[src/rtl/alu_operand_stage_if.sv]
// Bundle between decode, the execute-entry register and the ALU. The stage
// sits on the slave side; decode, forwarding sources and the ALU drive the
// master side.
interface alu_operand_stage_if #(
  parameter int XLEN     = 32,
  parameter int OP_WIDTH = 4,
  parameter int RA_WIDTH = 5
);
  // squash control
  logic                flush;

  // decoded instruction from decode
  logic                in_valid;
  logic                in_ready;
  logic [OP_WIDTH-1:0] in_alu_op;
  logic [RA_WIDTH-1:0] in_rs1;
  logic [RA_WIDTH-1:0] in_rs2;
  logic [XLEN-1:0]     in_rs1_data;
  logic [XLEN-1:0]     in_rs2_data;
  logic                in_uses_rs1;
  logic                in_uses_rs2;
  logic                in_a_sel;
  logic                in_b_sel;
  logic [XLEN-1:0]     in_pc;
  logic [XLEN-1:0]     in_imm;
  logic [RA_WIDTH-1:0] in_rd;
  logic                in_rd_we;
  logic                in_is_load;

  // forwarding sources
  logic [XLEN-1:0]     fwd_ex_data;
  logic [RA_WIDTH-1:0] fwd_mem_rd;
  logic                fwd_mem_we;
  logic [XLEN-1:0]     fwd_mem_data;

  // registered operands towards the ALU
  logic                out_valid;
  logic                out_ready;
  logic [OP_WIDTH-1:0] out_alu_op;
  logic [XLEN-1:0]     out_a;
  logic [XLEN-1:0]     out_b;
  logic [XLEN-1:0]     out_store_data;
  logic [XLEN-1:0]     out_pc;
  logic [RA_WIDTH-1:0] out_rd;
  logic                out_rd_we;
  logic                out_is_load;

  modport master (
    output flush,
    output in_valid, in_alu_op, in_rs1, in_rs2, in_rs1_data, in_rs2_data,
    output in_uses_rs1, in_uses_rs2, in_a_sel, in_b_sel, in_pc, in_imm,
    output in_rd, in_rd_we, in_is_load,
    output fwd_ex_data, fwd_mem_rd, fwd_mem_we, fwd_mem_data,
    output out_ready,
    input  in_ready,
    input  out_valid, out_alu_op, out_a, out_b, out_store_data,
    input  out_pc, out_rd, out_rd_we, out_is_load
  );

  modport slave (
    input  flush,
    input  in_valid, in_alu_op, in_rs1, in_rs2, in_rs1_data, in_rs2_data,
    input  in_uses_rs1, in_uses_rs2, in_a_sel, in_b_sel, in_pc, in_imm,
    input  in_rd, in_rd_we, in_is_load,
    input  fwd_ex_data, fwd_mem_rd, fwd_mem_we, fwd_mem_data,
    input  out_ready,
    output in_ready,
    output out_valid, out_alu_op, out_a, out_b, out_store_data,
    output out_pc, out_rd, out_rd_we, out_is_load
  );
endinterface

[src/rtl/alu_operand_stage.sv]
// Execute-entry pipeline register for piRISC. Resolves both ALU operands with
// EX/MEM forwarding, stalls one cycle on a load-use dependency and presents
// registered a/b/opcode to the ALU under valid/ready.
module alu_operand_stage #(
  parameter int XLEN     = 32,
  parameter int OP_WIDTH = 4,
  parameter int RA_WIDTH = 5
) (
  input logic               clk,
  input logic               rst,
  alu_operand_stage_if.slave bus
);

  typedef struct packed {
    logic [OP_WIDTH-1:0] alu_op;
    logic [XLEN-1:0]     a;
    logic [XLEN-1:0]     b;
    logic [XLEN-1:0]     store_data;
    logic [XLEN-1:0]     pc;
    logic [RA_WIDTH-1:0] rd;
    logic                rd_we;
    logic                is_load;
  } payload_t;

  logic     out_valid_q, out_valid_d;
  payload_t payload_q, payload_d;

  logic            load_use;
  logic            xfer_in;
  logic            ex_fwd_ok;
  logic [XLEN-1:0] rs1_val;
  logic [XLEN-1:0] rs2_val;

  // x0 never forwards; the held (EX) instruction beats the MEM instruction
  // because it is the younger producer.
  function automatic logic [XLEN-1:0] resolve(
    input logic [RA_WIDTH-1:0] rs,
    input logic [XLEN-1:0]     rf_data,
    input logic                ex_ok,
    input logic [RA_WIDTH-1:0] ex_rd,
    input logic [XLEN-1:0]     ex_data,
    input logic                mem_we,
    input logic [RA_WIDTH-1:0] mem_rd,
    input logic [XLEN-1:0]     mem_data
  );
    if (rs == '0)                    return rf_data;
    else if (ex_ok && ex_rd == rs)   return ex_data;
    else if (mem_we && mem_rd == rs) return mem_data;
    return rf_data;
  endfunction

  // Hazard detection, handshake and operand resolution.
  always_comb begin
    // A held load has no result yet, so it cannot feed the EX forward path.
    ex_fwd_ok = out_valid_q && payload_q.rd_we && !payload_q.is_load;

    load_use = out_valid_q && payload_q.is_load && payload_q.rd_we &&
               (payload_q.rd != '0) && bus.in_valid &&
               ((bus.in_uses_rs1 && bus.in_rs1 == payload_q.rd) ||
                (bus.in_uses_rs2 && bus.in_rs2 == payload_q.rd));

    bus.in_ready = !bus.flush && !load_use && (!out_valid_q || bus.out_ready);
    xfer_in      = bus.in_valid && bus.in_ready;

    rs1_val = resolve(bus.in_rs1, bus.in_rs1_data, ex_fwd_ok, payload_q.rd,
                      bus.fwd_ex_data, bus.fwd_mem_we, bus.fwd_mem_rd,
                      bus.fwd_mem_data);
    rs2_val = resolve(bus.in_rs2, bus.in_rs2_data, ex_fwd_ok, payload_q.rd,
                      bus.fwd_ex_data, bus.fwd_mem_we, bus.fwd_mem_rd,
                      bus.fwd_mem_data);
  end

  // Next-state of the output register, highest-priority event first.
  always_comb begin
    // NOTE: every _d starts from its held value so no branch leaves it unassigned and infers a latch.
    out_valid_d = out_valid_q;
    payload_d   = payload_q;
    if (bus.flush) begin
      out_valid_d = 1'b0;
    end else if (xfer_in) begin
      out_valid_d          = 1'b1;
      payload_d.alu_op     = bus.in_alu_op;
      payload_d.a          = bus.in_a_sel ? bus.in_pc  : rs1_val;
      payload_d.b          = bus.in_b_sel ? bus.in_imm : rs2_val;
      payload_d.store_data = rs2_val;
      payload_d.pc         = bus.in_pc;
      payload_d.rd         = bus.in_rd;
      payload_d.rd_we      = bus.in_rd_we;
      payload_d.is_load    = bus.in_is_load;
    end else if (load_use && bus.out_ready) begin
      // Bubble: the load leaves, the dependent waits for its MEM forward.
      out_valid_d = 1'b0;
    end else if (bus.out_ready && !bus.in_valid) begin
      out_valid_d = 1'b0;
    end
  end

  // Output register; reset clears the ALU view immediately.
  always_ff @(posedge clk or posedge rst) begin
    if (rst) begin
      out_valid_q <= 1'b0;
      payload_q   <= '0;
    end else begin
      // NOTE: non-blocking so every flop samples pre-edge values regardless of statement order.
      out_valid_q <= out_valid_d;
      payload_q   <= payload_d;
    end
  end

  assign bus.out_valid      = out_valid_q;
  assign bus.out_alu_op     = payload_q.alu_op;
  assign bus.out_a          = payload_q.a;
  assign bus.out_b          = payload_q.b;
  assign bus.out_store_data = payload_q.store_data;
  assign bus.out_pc         = payload_q.pc;
  assign bus.out_rd         = payload_q.rd;
  assign bus.out_rd_we      = payload_q.rd_we;
  assign bus.out_is_load    = payload_q.is_load;

endmodule

[src/flat_wrapper.sv]
// flat-port wrapper written by rule: the top's interface ports become plain ports
module alu_operand_stage_flat 
#(
  parameter int XLEN     = 32,
  parameter int OP_WIDTH = 4,
  parameter int RA_WIDTH = 5
)
  (clk, rst, bus_flush, bus_in_valid, bus_in_alu_op, bus_in_rs1, bus_in_rs2, bus_in_rs1_data, bus_in_rs2_data, bus_in_uses_rs1, bus_in_uses_rs2, bus_in_a_sel, bus_in_b_sel, bus_in_pc, bus_in_imm, bus_in_rd, bus_in_rd_we, bus_in_is_load, bus_fwd_ex_data, bus_fwd_mem_rd, bus_fwd_mem_we, bus_fwd_mem_data, bus_out_ready, bus_in_ready, bus_out_valid, bus_out_alu_op, bus_out_a, bus_out_b, bus_out_store_data, bus_out_pc, bus_out_rd, bus_out_rd_we, bus_out_is_load);
  alu_operand_stage_if #(.XLEN(XLEN), .OP_WIDTH(OP_WIDTH), .RA_WIDTH(RA_WIDTH)) bus_i ();
  input logic clk;
  input logic rst;
  input wire logic [$bits(bus_i.flush)-1:0] bus_flush;
  input wire logic [$bits(bus_i.in_valid)-1:0] bus_in_valid;
  input wire logic [$bits(bus_i.in_alu_op)-1:0] bus_in_alu_op;
  input wire logic [$bits(bus_i.in_rs1)-1:0] bus_in_rs1;
  input wire logic [$bits(bus_i.in_rs2)-1:0] bus_in_rs2;
  input wire logic [$bits(bus_i.in_rs1_data)-1:0] bus_in_rs1_data;
  input wire logic [$bits(bus_i.in_rs2_data)-1:0] bus_in_rs2_data;
  input wire logic [$bits(bus_i.in_uses_rs1)-1:0] bus_in_uses_rs1;
  input wire logic [$bits(bus_i.in_uses_rs2)-1:0] bus_in_uses_rs2;
  input wire logic [$bits(bus_i.in_a_sel)-1:0] bus_in_a_sel;
  input wire logic [$bits(bus_i.in_b_sel)-1:0] bus_in_b_sel;
  input wire logic [$bits(bus_i.in_pc)-1:0] bus_in_pc;
  input wire logic [$bits(bus_i.in_imm)-1:0] bus_in_imm;
  input wire logic [$bits(bus_i.in_rd)-1:0] bus_in_rd;
  input wire logic [$bits(bus_i.in_rd_we)-1:0] bus_in_rd_we;
  input wire logic [$bits(bus_i.in_is_load)-1:0] bus_in_is_load;
  input wire logic [$bits(bus_i.fwd_ex_data)-1:0] bus_fwd_ex_data;
  input wire logic [$bits(bus_i.fwd_mem_rd)-1:0] bus_fwd_mem_rd;
  input wire logic [$bits(bus_i.fwd_mem_we)-1:0] bus_fwd_mem_we;
  input wire logic [$bits(bus_i.fwd_mem_data)-1:0] bus_fwd_mem_data;
  input wire logic [$bits(bus_i.out_ready)-1:0] bus_out_ready;
  output wire logic [$bits(bus_i.in_ready)-1:0] bus_in_ready;
  output wire logic [$bits(bus_i.out_valid)-1:0] bus_out_valid;
  output wire logic [$bits(bus_i.out_alu_op)-1:0] bus_out_alu_op;
  output wire logic [$bits(bus_i.out_a)-1:0] bus_out_a;
  output wire logic [$bits(bus_i.out_b)-1:0] bus_out_b;
  output wire logic [$bits(bus_i.out_store_data)-1:0] bus_out_store_data;
  output wire logic [$bits(bus_i.out_pc)-1:0] bus_out_pc;
  output wire logic [$bits(bus_i.out_rd)-1:0] bus_out_rd;
  output wire logic [$bits(bus_i.out_rd_we)-1:0] bus_out_rd_we;
  output wire logic [$bits(bus_i.out_is_load)-1:0] bus_out_is_load;
  assign bus_i.flush = bus_flush;
  assign bus_i.in_valid = bus_in_valid;
  assign bus_i.in_alu_op = bus_in_alu_op;
  assign bus_i.in_rs1 = bus_in_rs1;
  assign bus_i.in_rs2 = bus_in_rs2;
  assign bus_i.in_rs1_data = bus_in_rs1_data;
  assign bus_i.in_rs2_data = bus_in_rs2_data;
  assign bus_i.in_uses_rs1 = bus_in_uses_rs1;
  assign bus_i.in_uses_rs2 = bus_in_uses_rs2;
  assign bus_i.in_a_sel = bus_in_a_sel;
  assign bus_i.in_b_sel = bus_in_b_sel;
  assign bus_i.in_pc = bus_in_pc;
  assign bus_i.in_imm = bus_in_imm;
  assign bus_i.in_rd = bus_in_rd;
  assign bus_i.in_rd_we = bus_in_rd_we;
  assign bus_i.in_is_load = bus_in_is_load;
  assign bus_i.fwd_ex_data = bus_fwd_ex_data;
  assign bus_i.fwd_mem_rd = bus_fwd_mem_rd;
  assign bus_i.fwd_mem_we = bus_fwd_mem_we;
  assign bus_i.fwd_mem_data = bus_fwd_mem_data;
  assign bus_i.out_ready = bus_out_ready;
  assign bus_in_ready = bus_i.in_ready;
  assign bus_out_valid = bus_i.out_valid;
  assign bus_out_alu_op = bus_i.out_alu_op;
  assign bus_out_a = bus_i.out_a;
  assign bus_out_b = bus_i.out_b;
  assign bus_out_store_data = bus_i.out_store_data;
  assign bus_out_pc = bus_i.out_pc;
  assign bus_out_rd = bus_i.out_rd;
  assign bus_out_rd_we = bus_i.out_rd_we;
  assign bus_out_is_load = bus_i.out_is_load;
  alu_operand_stage #(.XLEN(XLEN), .OP_WIDTH(OP_WIDTH), .RA_WIDTH(RA_WIDTH)) u_core (.clk(clk), .rst(rst), .bus(bus_i));
endmodule
[config.mk]
export PLATFORM = sky130hd
export DESIGN_NAME = alu_operand_stage_flat
export DESIGN_NICKNAME = d
export VERILOG_FILES = /design/src/rtl/alu_operand_stage_if.sv /design/src/rtl/alu_operand_stage.sv /design/src/flat_wrapper.sv
export SDC_FILE = /design/constraint.sdc
export NUM_CORES = 1
export LEC_CHECK = 0
export CORE_MARGIN = 2
export CORE_UTILIZATION = 35
export DETAILED_ROUTE_END_ITERATION = 6
export PLACE_DENSITY = 0.78
export SLEW_MARGIN = 0
export SYNTH_ARGS = -nofsm -noshare
export SYNTH_HDL_FRONTEND = slang
export SYNTH_SLANG_ARGS = --single-unit
[constraint.sdc]
create_clock -name clk -period 8.4 [get_ports clk]
set_input_delay 1.26 -clock clk [delete_from_list [all_inputs] [get_ports clk]]
set_output_delay 1.26 -clock clk [all_outputs]
set_load 0.02 [all_outputs]
==> metrics.cfg, run 1 <==
[global_route]
grt.total_usage_pct = 27.1
grt_pass1_wl_um = 49500
grt_max_degree = 96
globalRouteMet1Util_pct = 36.2
grt_pass1_vias = 8360
grt-busiest-layer = met2
gr-total-overflow = 0
use_met3_pct = 7.46
met2_usage_pct = 42.3
antenna_found_initial = 4

[timing]
slew_viol_final = 0
min_period_ns = 4.83
hold_violations = 0
finalSetupViolations = 0
tightest_slew_ns = 1.11
slew_headroom_pct = 26.1
finalCritPeriodShare_pct = 57.5
fin_skew_ns = 0.0127
max_freq_mhz = 207
grt_setup_unrepaired = false
final.setup.tns_ns = 0

[worst_setup_path]
r2r_cells = 7
end_kind = primary output
cp-start-kind = input port
worstSetupPathType = in2out
cp_max_fo = 4
reg2reg_from = u_core.bus.out_rd[0]
worstReg2RegEnd = u_core.bus.out_b[25]
required_ns = 7.14
r2r_slack_ns = 4.89
crit_arrival_ns = 3.57

[final_layout]
area_growth_pct = 57.0
fillers = 1934
final_cell_count_no_fill = 1505
multiInputGateArea_sq_mm = 0.00392
drive_above_1_share_pct = 9.98
ff_latch_area_sq_mm = 0.00350
fin_nets = 1438

[synthesis]
ys_warn_count = 0
synth.most_common_cell = nand2_1
synth_area_per_cell_sq_um = 8.68
ys_top_cells_by_count = nand2_1, dfrtp_1, a21oi_1, nand3_1, clkbuf_1
synth_top_area_share_pct = 45.2
synth_fp_nets = 1122
synth.distinct_cells = 35
ys_async_sr_fraction_pct = 100
ys_seq_area_share_pct = 45.2
synth-edff-count = 0
synth_area_leaders = dfrtp_1, nand2_1, o211ai_2
synthCells = 894
ys.flop_type = dfrtp_1
yosys_register_bits = 140
synth_area_leader_cell = dfrtp_1
synth_area_sq_mm = 0.00776

[floorplanning]
die_w_um = 153
coreArea_sq_mm = 0.0218
dieArea_sq_mm = 0.0234
pin_count = 369
num_rows = 54
initial_utilization_pct = 35.7
dieHeight_um = 153

[clocking]
cts_tree = done
cts_buffers = 17
cts_hold_buf = 0
cts.sink_count = 140
cts.path.max_buffers = 2
clock-root-buffer = clkbuf_16
post-cts-setup-buffers = 0
ctsResizeCount = 0
insertion_delay_ns = 0.42
htree_levels = 4
clkTransAtPathRegs_ns = 0.06

[power_and_ir_drop]
fin_total_pwr_mw = 2.38
leakagePower_nw = 4.84
p_per_area_mw_per_mm2 = 196
vdd_ir_drop_max_uv = 110

[detailed_routing]
wl_per_cell_um = 21.6
drc = 0
antenna_left = 0
vias = 8413
drt-total-wl_um = 32500
first_pass_iters = 7
drtIter0Drc = 673
via_per_inst = 5.59

[worst_hold_path]
holdPathEnd = u_core.bus.out_pc[10]
min_from = u_core.bus.out_pc[10]
hold_path.class = reg2reg
hold_path_depth = 2

[placed_design]
dpl.hpwl_um = 23300
routabilityCongestion = 0.930
dp.cells = 1471
port_buffers = 368

[status]
status = finished, final reports clean

[run]
maxCapViolations = 0

[flip-flops by register name, indices dropped and copies added (netlist names)]
signal                     flops
u_core.bus.out_alu_op          4
u_core.bus.out_is_load         1
u_core.bus.out_b              32
u_core.bus.out_rd_we           1
u_core.bus.out_valid           1
u_core.bus.out_a              32
u_core.bus.out_store_data     32
u_core.bus.out_pc             32
u_core.bus.out_rd              5
[logic make-up after synthesis]
group	Yosys count	synth area share, %
AND/OR/NAND/NOR	379	21.5
AO/OA/AOI/OAI	231	21.3
flip-flops	140	45.2
buffers and inverters	92	5.18
multiplexers	32	4.65
XOR/XNOR	20	2.26
[report_power, final]
group          switching (mW)  leakage, nW  internal, mW  total [mW]
logic                   0.386         2.86         0.362       0.749
registers              0.0671         1.69         0.781       0.848
clock network           0.318        0.287         0.468       0.786
[final cells by class]
cell class              count  share of cell area (%)
clock inverters            13                    1.38
repair buffers            380                    30.9
inverters                   9                   0.318
flip-flops and latches    140                    28.8
diodes                      3                  0.0616
clock buffers              18                    3.52
multi-input cells         662                    32.1
well taps                 280                    2.88
[layer usage]
layer	share of wire, %	vias to the layer above
li1	-	3817
met1	42	4092
met2	46	436
met3	8.5	66
met4	3.1	2
met5	0.040	-
[worst max path at each step]
stage	start	end	slack (ns)
after global placement	bus_in_rs2[1]	bus_in_ready	3.61
after detailed placement	bus_in_rs2[1]	bus_in_ready	3.58
after global routing	bus_in_rs2[1]	bus_in_ready	3.47
after CTS	bus_in_rs2[1]	bus_in_ready	3.58
after floorplan	rst	u_core.bus.out_a[0]	3.39
final	bus_in_rs2[1]	bus_in_ready	3.57
[critical path: stages]
cell	delay, ns
clkdlybuf4s50_1	0.51
xor2_1	0.20
or3b_2	0.44
a2bb2o_1	0.37
nand2_1	0.10
and2_1	0.15
clkdlybuf4s50_1	0.53
[per-stage QoR]
| step | setup slack [ns] | util [%] | hold slack, ns | instance area, sq um |
|---|---|---|---|---|
| after CTS | 3.58 | 56.0 | 0.479 | 12200 |
| final | 3.57 | 56.0 | 0.476 | 12200 |
| after global routing | 3.47 | 56.0 | 0.498 | 12200 |
| after floorplan | 3.39 | - | 0.581 | 7760 |
| after detailed placement | 3.58 | 53.2 | 0.462 | 11600 |
| after global placement | 3.61 | 53.2 | 0.458 | 11600 |
[cells in the final DEF (no fill, tap or decap), types with 4 or more instances in the layout]
| cell | count |
|---|---|
| dfrtp_1 | 140 |
| a31oi_1 | 25 |
| a41oi_2 | 5 |
| o221ai_1 | 32 |
| nand4_1 | 8 |
| a21oi_1 | 66 |
| buf_4 | 12 |
| clkbuf_16 | 17 |
| nand3_1 | 60 |
| xnor2_1 | 8 |
| inv_1 | 8 |
| xor2_1 | 12 |
| o211ai_2 | 29 |
| nor3_1 | 34 |
| clkinv_4 | 4 |
| o22ai_1 | 32 |
| o21ai_1 | 32 |
| nand2_1 | 198 |
| mux2_2 | 32 |
| clkdlybuf4s50_1 | 367 |
| nor2_1 | 37 |
| nor2b_1 | 26 |
(Power assumes the default switching activity.)
==> inputs of run 2 (changes only) <==
Settings changed: PLACE_DENSITY 0.78 to 0.81.
Clock period 8.4 ns to 4.29 ns, I/O delays scaled along.
==> run 2 against run 1 <==
  * Worst setup slack got worse by 2.9 ns
  * Register-to-register slack got worse by 3.4 ns
  * Sequential power increased by 96%
  * Die area is the same
  * Count of clock-buffer cells in the layout did not move
  * Non-clock buffer count grew 7
  * Sequential share of layout area shrank 0.14 points
  * Critical path type unchanged
  * Clock power rose by 81%
  * Utilization rose by 0.28 points
  * Cell count increased by 0.33%
  * Global-route usage is 0.40 points higher
==> metrics.cfg, run 2 (same netlist as run 1, synthesis figures left out) <==
[detailed_routing]
drt-total-wl_um = 32800
drc = 0
via_per_inst = 5.58
wl_per_cell_um = 21.7
antenna_left = 0
drtIter0Drc = 627
vias = 8426
first_pass_iters = 5

[floorplanning]
num_rows = 54
pin_count = 369
dieArea_sq_mm = 0.0234
coreArea_sq_mm = 0.0218
dieHeight_um = 153
initial_utilization_pct = 35.7
die_w_um = 153

[worst_setup_path]
worstSetupPathType = in2out
cp_cell_sequence = clkdlybuf4s50_1 -> xor2_1 -> or3b_2 -> a2bb2o_1 -> nand2_1 -> and2_1 -> clkdlybuf4s50_1
required_ns = 3.65
cp_max_fo = 4
cp-start-kind = input port
end_kind = primary output
critPathBufInv = 2
cp_top_family = buffers and inverters
r2r_slack_ns = 1.51
crit_slowest_cell = clkdlybuf4s50_1
max_stage_delay_ns = 0.53
crit_arrival_ns = 2.94
cpMostUsedCell = clkdlybuf4s50_1

[global_route]
antenna_found_initial = 2
grt.total_usage_pct = 27.5
grt_max_degree = 141
gr-total-overflow = 0
grt_pass1_wl_um = 50200
grt_pass1_vias = 8510

[timing]
hold_violations = 0
finalSetupViolations = 0
max_freq_mhz = 279
tightest_slew_ns = 1.05
min_period_ns = 3.58
fin_skew_ns = 0.0181
finalCritPeriodShare_pct = 83.5
grt_setup_unrepaired = false
slew_viol_final = 0
final.setup.tns_ns = 0
slew_headroom_pct = 30.0

[final_layout]
n_antenna_cell = 0
fin_nets = 1445
postLayoutCoreUtil_pct = 56.3
final_common_cell = clkdlybuf4s50_1
area_growth_pct = 57.8
drive_above_1_share_pct = 10.7
layout_common_cells = clkdlybuf4s50_1, nand2_1, dfrtp_1

[power_and_ir_drop]
p_per_area_mw_per_mm2 = 373
vdd_ir_drop_max_uv = 239
fin_total_pwr_mw = 4.56
leakagePower_nw = 4.88

[clocking]
htree_levels = 4
cts_tree = done
cts.sink_count = 140
insertion_delay_ns = 0.42
cts_buffers = 17
post-cts-setup-buffers = 0
cts.path.max_buffers = 2
ctsResizeCount = 0
cts_hold_buf = 0
clkTransAtPathRegs_ns = 0.07
clock-root-buffer = clkbuf_16

[placed_design]
port_buffers = 368
routabilityCongestion = 0.937
dpl.hpwl_um = 23700

[worst_hold_path]
hold_path.class = reg2reg

[status]
status = finished, final reports clean

[run]
maxCapViolations = 0

run 2: path summary, 6_finish.rpt:
| kind | from | endpoint | depth (start not counted) |
|---|---|---|---|
| max in group asynchronous | rst | u_core.bus.out_a[26] | 3 |
| min | u_core.bus.out_pc[6] | u_core.bus.out_pc[6] | 2 |
| max | bus_in_rs2[1] | bus_in_ready | 7 |
| min reg2reg | u_core.bus.out_pc[6] | u_core.bus.out_pc[6] | 2 |
| min in group asynchronous | rst | u_core.bus.out_store_data[12] | 3 |
| max reg2reg | u_core.bus.out_rd[0] | u_core.bus.out_store_data[19] | 8 |
run 2: metrics by stage:
step	instances	worst slack, ns	instance area, sq um	hold WS (ns)
CTS	1510	0.714	12200	0.480
global route	1510	0.659	12200	0.493
detailed placement	1478	0.726	11700	0.462
global placement	1478	0.739	11700	0.458
finish	1510	0.707	12200	0.476
floorplan	894	1.86	7760	0.581
run 2: layout make-up:
type,instances,area [sq um]
clock buffers,18,439
clock inverters,14,124
fillers,1926,9520
inverters,9,37.5
multi-input cells,662,3920
flip-flops and latches,140,3500
well taps,280,350
repair buffers,387,3870
run 2: power by group:
part	switching (mW)	total, mW	internal, mW
clock network	0.644	1.42	0.778
registers	0.132	1.66	1.53
logic	0.760	1.48	0.719
run 2: tightest hold or removal path: stages (launching register included):
cell     delay [ns]
dfrtp_1        0.34
nand2_1        0.05
nand2_1        0.06
run 2: routing by layer:
layer,share of wire (%),routed length [um],vias up,global-route usage [%]
met5,0.073,24,-,0
met4,3.6,1170,4,10.2
met3,8.1,2670,72,7.23
met2,46,15200,452,43.8
met1,42,13800,4072,36.2
li1,-,-,3826,-
==> inputs of run 3 (changes only) <==
Settings changed: PLACE_DENSITY 0.81 to 0.78.
Clock period 4.29 ns to 3.4 ns, I/O delays scaled along.
==> run 3 against run 2 <==
  * Non-clock buffer count up 11
  * Global-route usage about the same
  * Clock power increased by 41%
  * Via count grew 0.75%
  * Wire length is 0.49% higher
  * Count of clock-buffer cells in the layout shrank 1
==> metrics.cfg, run 3 (same netlist as run 1, synthesis figures left out) <==
[status]
status = finished, final reports clean

[clocking]
insertion_delay_ns = 0.42
cts_tree = done
cts_buffers = 17
htree_levels = 4
cts_hold_buf = 0
clkTransAtPathRegs_ns = 0.07
post-cts-setup-buffers = 0
cts.sink_count = 140
cts.path.max_buffers = 2
ctsResizeCount = 0
clock-root-buffer = clkbuf_16

[worst_setup_path]
r2r_slack_ns = 0.77
cp_cell_sequence = clkdlybuf4s50_1 -> xor2_1 -> or3b_2 -> a2bb2o_1 -> nand2_1 -> and2_1 -> clkdlybuf4s50_1
crit_slowest_cell = clkdlybuf4s50_1
r2r_cells = 7
end_kind = primary output
cp_max_fo = 3
worstSetupPathType = in2out
cp-start-kind = input port
max_stage_delay_ns = 0.53
crit_arrival_ns = 2.77
reg2reg_from = u_core.bus.out_rd[0]
worstReg2RegEnd = u_core.bus.out_b[22]
required_ns = 2.89
cpMostUsedCell = clkdlybuf4s50_1

[detailed_routing]
drtIter0Drc = 524
via_per_inst = 5.58
first_pass_iters = 5
antenna_left = 0
vias = 8489
wl_per_cell_um = 21.7
drc = 0
drt-total-wl_um = 33000

[final_layout]
layout_common_cells = clkdlybuf4s50_1, nand2_1, dfrtp_1
fillers = 1940
ff_latch_area_sq_mm = 0.00350
drive_above_1_share_pct = 11.4
area_growth_pct = 60.2
fin_nets = 1456
multiInputGateArea_sq_mm = 0.00392
finalInstanceArea_sq_mm = 0.0124
final_common_cell = clkdlybuf4s50_1

[placed_design]
routabilityCongestion = 0.896
placed_cell_area_sq_mm = 0.0118
dpl.hpwl_um = 24100
port_buffers = 368

[power_and_ir_drop]
vdd_ir_drop_max_uv = 279
leakagePower_nw = 4.96
p_per_area_mw_per_mm2 = 481

[floorplanning]
pin_count = 369
initial_utilization_pct = 35.7
dieArea_sq_mm = 0.0234
num_rows = 54
coreArea_sq_mm = 0.0218
dieHeight_um = 153
die_w_um = 153

[worst_hold_path]
min_from = u_core.bus.out_pc[8]
hold_path.class = reg2reg
hold_path_depth = 2
holdPathEnd = u_core.bus.out_pc[8]

[timing]
finalSetupViolations = 0
grt_setup_unrepaired = false
whs_ns = 0.475
slew_viol_final = 0
fin_skew_ns = 0.00866
min_period_ns = 3.28
tightest_slew_ns = 1.03
max_freq_mhz = 305
slew_headroom_pct = 31.2
hold_violations = 0
finalCritPeriodShare_pct = 96.4
final.setup.tns_ns = 0

[global_route]
met2_usage_pct = 43.2
grt_pass1_wl_um = 50100
antenna_found_initial = 1
use_met3_pct = 5.67
grt-busiest-layer = met2
grt_max_degree = 77
grt.total_usage_pct = 27.5
grt_pass1_vias = 8297
globalRouteMet1Util_pct = 37.9
gr-total-overflow = 0

[run]
maxCapViolations = 0

-- run 3: metal layers --
layer  vias up  wire, um
met5         -         0
met4         0      1030
met3        61      2700
met2       456     15300
met1      4117     14000
li1       3855         -
-- run 3: cell type report --
type                    count  area share (%)
repair buffers            398            32.2
multi-input cells         662            31.5
flip-flops and latches    140            28.2
clock buffers              17            3.42
well taps                 280            2.82
clock inverters            14            1.48
inverters                   9           0.302
diodes                      1          0.0201
-- run 3: how the worst max path moves through the flow --
stage,start,endpoint
after floorplan,rst,u_core.bus.out_a[0]
after global placement,bus_in_rs2[0],bus_in_ready
after global routing,bus_in_rs2[0],bus_in_ready
after CTS,bus_in_rs2[0],bus_in_ready
final,bus_in_rs2[0],bus_in_ready
after detailed placement,bus_in_rs2[0],bus_in_ready
-- run 3: metrics by stage --
stage	std cells	utilization (%)	worst slack (ns)	total power, mW
floorplan	894	-	1.14	2.95
global placement	1489	54.3	0.152	3.97
detailed placement	1489	54.3	0.140	4.00
CTS	1520	57.1	0.135	6.00
global route	1521	57.1	0.0515	6.21
finish	1521	57.1	0.124	5.98
-- run 3: power breakdown --
part	total [mW]	switching, mW	internal, mW
sequential	2.10	0.171	1.93
combinational	1.88	0.958	0.923
clock	2.00	0.829	1.17
total	5.98	1.96	4.02
-- run 3: worst max-delay path: cells and delay by family --
kind / cells / cell delay, ns
XOR/XNOR: 1 / 0.18
AO/OA/AOI/OAI: 1 / 0.36
buffers and inverters: 2 / 1.01
AND/OR/NAND/NOR: 3 / 0.70
